`config.mk`:
```
export PLATFORM = sky130hd
export DESIGN_NAME = axis_dest_route
export DESIGN_NICKNAME = d
export VERILOG_FILES = /design/src/rtl/axis_dest_route_pkg.sv /design/src/rtl/axis_dest_match.sv /design/src/rtl/axis_dest_route.sv
export SDC_FILE = /design/constraint.sdc
export NUM_CORES = 1
export LEC_CHECK = 0
export ABC_AREA = 1
export CAP_MARGIN = 20
export CORE_UTILIZATION = 35
export DETAILED_ROUTE_END_ITERATION = 10
export GPL_TIMING_DRIVEN = 0
export PLACE_DENSITY_LB_ADDON = 0.05
export REMOVE_ABC_BUFFERS = 1
export SLEW_MARGIN = 10
export SYNTH_ARGS = -nofsm -noshare
export SYNTH_HDL_FRONTEND = slang
export SYNTH_SLANG_ARGS = --single-unit
export TNS_END_PERCENT = 100
```
`constraint.sdc`:
```
create_clock -name clk -period 5.1 [get_ports clk]
set_clock_uncertainty 0.15 [all_clocks]
set_input_delay 0.51 -clock clk [delete_from_list [all_inputs] [get_ports clk]]
set_output_delay 0.51 -clock clk [all_outputs]
set_load 0.01 [all_outputs]
```
`src/rtl/axis_dest_route_pkg.sv`:
```
// axis_dest_route_pkg: shared definitions for the AXI-Stream destination router.
//   state_e     - frame-tracking FSM encoding (HEAD / PASS / DROP)
//   STAT_WIDTH  - width of the optional statistics counters
package axis_dest_route_pkg;

  typedef enum logic [1:0] {
    ST_HEAD = 2'd0,  // waiting for the first beat of a frame
    ST_PASS = 2'd1,  // forwarding the rest of a routed frame
    ST_DROP = 2'd2   // discarding the rest of an unmatched frame
  } state_e;

  localparam int unsigned STAT_WIDTH = 32;

endpackage

```
`src/rtl/axis_dest_match.sv`:
```
// axis_dest_match: combinational priority matcher over RULE_COUNT masked rules.
//   field_i      - header field taken from the first beat
//   cfg_match_i  - packed per-rule match values (rule 0 in the low bits)
//   cfg_mask_i   - packed per-rule masks
//   cfg_dest_i   - packed per-rule destinations
//   cfg_enable_i - per-rule enable
//   hit_o        - at least one enabled rule matched
//   dest_o       - destination of the lowest-index matching rule (0 when no hit)
module axis_dest_match
  import axis_dest_route_pkg::*;
#(
  parameter int FIELD_WIDTH = 8,
  parameter int DEST_WIDTH  = 3,
  parameter int RULE_COUNT  = 4
) (
  input  logic [FIELD_WIDTH-1:0]            field_i,
  input  logic [RULE_COUNT*FIELD_WIDTH-1:0] cfg_match_i,
  input  logic [RULE_COUNT*FIELD_WIDTH-1:0] cfg_mask_i,
  input  logic [RULE_COUNT*DEST_WIDTH-1:0]  cfg_dest_i,
  input  logic [RULE_COUNT-1:0]             cfg_enable_i,
  output logic                              hit_o,
  output logic [DEST_WIDTH-1:0]             dest_o
);

  always_comb begin
    hit_o  = 1'b0;
    dest_o = '0;
    // Ascending scan; the first hit locks out later rules, giving rule 0 priority.
    for (int unsigned i = 0; i < RULE_COUNT; i++) begin
      if (!hit_o && cfg_enable_i[i] &&
          ((field_i & cfg_mask_i[i*FIELD_WIDTH +: FIELD_WIDTH]) ==
           (cfg_match_i[i*FIELD_WIDTH +: FIELD_WIDTH] & cfg_mask_i[i*FIELD_WIDTH +: FIELD_WIDTH]))) begin
        hit_o  = 1'b1;
        dest_o = cfg_dest_i[i*DEST_WIDTH +: DEST_WIDTH];
      end
    end
  end

endmodule

```
`src/rtl/axis_dest_route.sv`:
```
// axis_dest_route: assigns an AXI-Stream tdest per frame by matching a header
// field of the first beat against RULE_COUNT masked rules; unmatched frames get
// DEFAULT_DEST or are discarded when DROP_UNMATCHED=1. One output register stage.
//   clk, rst            - clock, synchronous active-high reset
//   s_axis_*            - input stream (tready out)
//   m_axis_*            - output stream incl. m_axis_tdest (tready in)
//   cfg_match/mask/dest/enable - rule table, sampled on the first beat only
// Optional: define AXIS_DEST_ROUTE_STATS_EN to add stat_frames / stat_drops.
module axis_dest_route
  import axis_dest_route_pkg::*;
#(
  parameter int DATA_WIDTH     = 64,
  parameter int KEEP_ENABLE    = (DATA_WIDTH > 8),
  parameter int KEEP_WIDTH     = ((DATA_WIDTH + 7) / 8),
  parameter int DEST_WIDTH     = 3,
  parameter int USER_ENABLE    = 1,
  parameter int USER_WIDTH     = 1,
  parameter int FIELD_OFFSET   = 0,
  parameter int FIELD_WIDTH    = 8,
  parameter int RULE_COUNT     = 4,
  parameter int DEFAULT_DEST   = 0,
  parameter int DROP_UNMATCHED = 0
) (
  input  logic                              clk,
  input  logic                              rst,
  input  logic [DATA_WIDTH-1:0]             s_axis_tdata,
  input  logic [KEEP_WIDTH-1:0]             s_axis_tkeep,
  input  logic                              s_axis_tvalid,
  output logic                              s_axis_tready,
  input  logic                              s_axis_tlast,
  input  logic [USER_WIDTH-1:0]             s_axis_tuser,
  output logic [DATA_WIDTH-1:0]             m_axis_tdata,
  output logic [KEEP_WIDTH-1:0]             m_axis_tkeep,
  output logic                              m_axis_tvalid,
  input  logic                              m_axis_tready,
  output logic                              m_axis_tlast,
  output logic [USER_WIDTH-1:0]             m_axis_tuser,
  output logic [DEST_WIDTH-1:0]             m_axis_tdest,
  input  logic [RULE_COUNT*FIELD_WIDTH-1:0] cfg_match,
  input  logic [RULE_COUNT*FIELD_WIDTH-1:0] cfg_mask,
  input  logic [RULE_COUNT*DEST_WIDTH-1:0]  cfg_dest,
  input  logic [RULE_COUNT-1:0]             cfg_enable
`ifdef AXIS_DEST_ROUTE_STATS_EN
  ,
  output logic [STAT_WIDTH-1:0]             stat_frames,
  output logic [STAT_WIDTH-1:0]             stat_drops
`endif
);

  state_e                  state_q;
  logic [DEST_WIDTH-1:0]   dest_q;
  logic [DATA_WIDTH-1:0]   tdata_q;
  logic [KEEP_WIDTH-1:0]   tkeep_q;
  logic                    tvalid_q;
  logic                    tlast_q;
  logic [USER_WIDTH-1:0]   tuser_q;
  logic [DEST_WIDTH-1:0]   tdest_q;

  logic [FIELD_WIDTH-1:0]  field;
  logic                    match_hit;
  logic [DEST_WIDTH-1:0]   match_dest;
  logic [DEST_WIDTH-1:0]   head_dest_d;
  logic [DEST_WIDTH-1:0]   tdest_d;
  logic [KEEP_WIDTH-1:0]   tkeep_d;
  logic [USER_WIDTH-1:0]   tuser_d;
  logic                    drop_now;
  logic                    discard;
  logic                    accept;
  logic                    load;

  assign field = s_axis_tdata[FIELD_OFFSET*8 +: FIELD_WIDTH];

  axis_dest_match #(
    .FIELD_WIDTH (FIELD_WIDTH),
    .DEST_WIDTH  (DEST_WIDTH),
    .RULE_COUNT  (RULE_COUNT)
  ) u_match (
    .field_i      (field),
    .cfg_match_i  (cfg_match),
    .cfg_mask_i   (cfg_mask),
    .cfg_dest_i   (cfg_dest),
    .cfg_enable_i (cfg_enable),
    .hit_o        (match_hit),
    .dest_o       (match_dest)
  );

  assign drop_now    = (DROP_UNMATCHED != 0) && !match_hit;
  assign head_dest_d = match_hit ? match_dest : DEST_WIDTH'(DEFAULT_DEST);
  assign tdest_d     = (state_q == ST_HEAD) ? head_dest_d : dest_q;
  assign tkeep_d     = (KEEP_ENABLE != 0) ? s_axis_tkeep : '1;
  assign tuser_d     = (USER_ENABLE != 0) ? s_axis_tuser : '0;

  // Discarded beats never touch the output register, so they are always
  // accepted even while a previous beat is stalled downstream. tready depends
  // on tdata (header match) but never on tvalid.
  assign discard       = (state_q == ST_DROP) || ((state_q == ST_HEAD) && drop_now);
  assign s_axis_tready = discard || m_axis_tready || !tvalid_q;
  assign accept        = s_axis_tvalid && s_axis_tready;
  assign load          = accept && !discard;

  always_ff @(posedge clk) begin
    if (rst) begin
      state_q  <= ST_HEAD;
      dest_q   <= DEST_WIDTH'(DEFAULT_DEST);
      tdest_q  <= DEST_WIDTH'(DEFAULT_DEST);
      tvalid_q <= 1'b0;
    end else begin
      if (load) begin
        tvalid_q <= 1'b1;
        tdata_q  <= s_axis_tdata;
        tkeep_q  <= tkeep_d;
        tlast_q  <= s_axis_tlast;
        tuser_q  <= tuser_d;
        tdest_q  <= tdest_d;
      end else if (m_axis_tready) begin
        tvalid_q <= 1'b0;
      end

      if (accept) begin
        unique case (state_q)
          ST_HEAD: begin
            if (!drop_now) dest_q <= head_dest_d;
            if (!s_axis_tlast) state_q <= drop_now ? ST_DROP : ST_PASS;
          end
          ST_PASS, ST_DROP: begin
            if (s_axis_tlast) state_q <= ST_HEAD;
          end
          default: state_q <= ST_HEAD;
        endcase
      end
    end
  end

  assign m_axis_tdata  = tdata_q;
  assign m_axis_tkeep  = tkeep_q;
  assign m_axis_tvalid = tvalid_q;
  assign m_axis_tlast  = tlast_q;
  assign m_axis_tuser  = tuser_q;
  assign m_axis_tdest  = tdest_q;

`ifdef AXIS_DEST_ROUTE_STATS_EN
  logic [STAT_WIDTH-1:0] frames_q;
  logic [STAT_WIDTH-1:0] drops_q;

  always_ff @(posedge clk) begin
    if (rst) begin
      frames_q <= '0;
      drops_q  <= '0;
    end else begin
      if (tvalid_q && m_axis_tready && tlast_q) frames_q <= frames_q + 1'b1;
      if (accept && (state_q == ST_HEAD) && drop_now) drops_q <= drops_q + 1'b1;
    end
  end

  assign stat_frames = frames_q;
  assign stat_drops  = drops_q;
`endif

endmodule

```
==> impl_metrics.py <==
metrics = {
    "power_and_ir_drop": {
        "pwr-share-seq_pct": 50.7,
        "internal_power_mw": 1.10,
        "switching_share_pct": 25.3,
        "irDropWorstVdd_mv": 0.150,
        "p_leak_nw": 2.42,
        "power.net_switching_uw": 372,
        "power.density_mw_per_mm2": 238,
        "clkPwrFrac_pct": 29.5,
        "combPwrFrac_pct": 19.7,
    },
    "clock_tree": {
        "clock_path_buffers": 2,
        "cts.sinks": 79,
        "cts_buffers": 9,
        "cts_hold_repair.buffers": 0,
        "root_buffer": "clkbuf_8",
        "clk_latency_ps": 350,
        "cts_tree": "done",
        "h-tree-depth": 3,
        "post_cts_buffers": 0,
        "cts.clk_slew.worst_paths_ps": 90,
        "cts-resized-gates": 0,
    },
    "final_layout": {
        "insertedDiodeCount": 0,
        "num-nets-final": 709,
        "final_area_sq_mm": 0.00619,
        "fillers": 758,
        "drive_gt1_share_pct": 9.53,
        "synthToLayoutAreaGrowth_pct": 80.4,
    },
    "grt": {
        "grt_pass1_vias": 2998,
        "use_met2_pct": 34.4,
        "grt_start_max_net_pins": 30,
        "grt.met1_usage_pct": 21.7,
        "busiest_layer": "met2",
        "antenna_found_initial": 0,
        "grt_pass1_wl_um": 14900,
        "grtUsageTotal_pct": 19.7,
        "use_met3_pct": 6.52,
        "grt.overflow.total": 0,
    },
    "job": {
        "maxCapViolations": 0,
    },
    "logic_synthesis": {
        "yosysWarnings": 0,
        "ys_types": 27,
        "syn_inst": 302,
        "ys_seq_area_share_pct": 67.7,
        "ys_seq_elements": 79,
        "syn_area_per_cell_sq_um": 11.4,
        "syn-cell-area_sq_mm": 0.00343,
    },
    "detailed_routing": {
        "drc": 0,
        "dr.pass1.iters": 4,
        "drtAntennaViolNets": 0,
        "post_drt_wl_per_cell_um": 14.7,
        "first_iter_violations": 105,
        "drt-vias-per-instance": 4.49,
        "routed_wl_um": 10100,
        "num_vias": 3075,
    },
    "status": {
        "status": "finished clean",
    },
    "sta": {
        "relSlewSlack_pct": 50.0,
        "rsz0062_at_grt": "no",
        "drv_slew": 0,
        "worstMarginPinSlew_ps": 749,
        "min_period_ps": 2460,
        "worst_slack_ps": 2640,
        "hold_viol_final": 0,
        "max_freq_ghz": 0.407,
        "finalCritPeriodShare_pct": 48.2,
        "finalSetupViolCount": 0,
    },
    "place": {
        "dp_hpwl_um": 8300,
        "placed_area_sq_mm": 0.00601,
        "io_buffers": 236,
        "routabilityCongestion": 0.792,
        "pre_cts_slack_ps": 2250,
    },
    "worst_hold_path": {
        "hp-class": "reg2reg",
    },
    "floorplanning": {
        "core-area_sq_mm": 0.00937,
        "io_pins": 237,
        "chipHeight_um": 101,
        "die_x_um": 101,
        "initial_utilization_pct": 36.6,
        "die_area_sq_mm": 0.0102,
        "rows": 35,
    },
    "worst_setup_path": {
        "crit_arrival_ps": 2360,
        "start_kind": "primary input",
        "required_ps": 5000,
        "end_kind": "flop",
        "setup.worst_path.class": "in2reg",
        "crit_path_max_fanout": 29,
    },
}
==> path summary, 6_finish.rpt <==
kind,from,end,slack (ps),cells after the start
min,m_axis_tdest[1],m_axis_tdest[1],320,2
min reg2reg,m_axis_tdest[1],m_axis_tdest[1],320,2
max reg2reg,m_axis_tvalid,m_axis_tdata[41],2960,5
max,m_axis_tready,m_axis_tdata[41],2640,7
==> registers in the layout (all words and copies together) (netlist names) <==
register       count
state_q            1
m_axis_tvalid      1
m_axis_tdata      64
m_axis_tlast       1
m_axis_tkeep       8
m_axis_tuser       1
m_axis_tdest       3
==> area by class of cell <==
type	instances	area [sq um]	area share (%)
flip-flops and latches	79	2320	37.5
repair buffers	238	2410	38.9
clock buffers	9	124	2.00
inverters	42	158	2.55
well taps	129	161	2.61
multi-input cells	181	957	15.5
clock inverters	7	56.3	0.910
==> layout by cell type (no fill, tap or decap), drive strengths merged <==
| master | instances |
|---|---|
| a21boi | 1 |
| a21oi | 5 |
| a311oi | 1 |
| and2 | 2 |
| buf | 2 |
| clkbuf | 9 |
| clkdlybuf4s50 | 236 |
| clkinv | 6 |
| clkinvlp | 2 |
| dfxtp | 5 |
| edfxtp | 74 |
| inv | 41 |
| nand2 | 90 |
| nand3 | 41 |
| nand3b | 1 |
| nand4 | 6 |
| nor2 | 24 |
| nor3 | 2 |
| o21a | 4 |
| o21ai | 3 |
| or2 | 1 |
==> stage by stage <==
stage	TNS, ps	cells	utilization (%)	hold slack (ps)	power [mW]
after CTS	0	685	66.0	322	1.49
after global routing	0	685	66.0	353	1.53
final	0	685	66.0	320	1.47
after detailed placement	0	669	64.1	308	1.06
after floorplan	0	302	-	332	0.856
after global placement	-86610	667	63.5	302	1.05
==> synthesized netlist by cell type <==
cell      number  area (sq um)
o21a_1         3          22.5
or2_1          1          6.26
o21a_2         1          8.76
dfxtp_1        5           100
nand3_1       32           160
a21boi_1       1          7.51
clkinv_1       3          11.3
a311oi_1       1          8.76
nor2_1        16          60.1
nand3_4        3          52.6
inv_2          7          26.3
nor2_4         3          33.8
o21ai_1        3          15.0
nand4_1        5          31.3
nand4_2        1          12.5
nor2_2         4          25.0
nand3_2        6          60.1
a21oi_1        5          25.0
nor2_8         1          20.0
nor3_1         2          10.0
and2_1         2          12.5
nand2_1       81           304
nand2_4        2          22.5
edfxtp_1      74          2220
nand2_2        7          43.8
inv_1         32           120
nand3b_1       1          7.51
==> kinds of logic (layout without fill, tap and decap cells) <==
| group | Yosys count | after routing | share of synthesized area (%) |
|---|---|---|---|
| and+or+nand+nor | 167 | 167 | 25.1 |
| DFF | 79 | 79 | 67.7 |
| buffers and inverters | 42 | 296 | 4.60 |
| AOI/OAI and AO/OA | 14 | 14 | 2.55 |
==> worst max-delay path, cell delays in order <==
cell and delay (ps):
clkdlybuf4s50_1 450, inv_1 30, nand2_1 120, nand2_1 140, nor2_4 600, buf_16 260, buf_12 210
==> power groups by stage <==
stage / registers [mW] / logic [mW] / clock network, mW
finish: 0.747 / 0.291 / 0.435
global route: 0.749 / 0.315 / 0.471
CTS: 0.747 / 0.294 / 0.449
detailed placement: 0.762 / 0.293 / 0
global placement: 0.765 / 0.281 / 0
floorplan: 0.779 / 0.0768 / 0
==> metal layers <==
metal | share of wire, % | vias to the layer above
met4 | 3.1 | 0
met1 | 37 | 1369
met5 | 0 | -
met2 | 50 | 163
met3 | 9.8 | 24
li1 | - | 1519
Power figures use the tool's default switching activity.
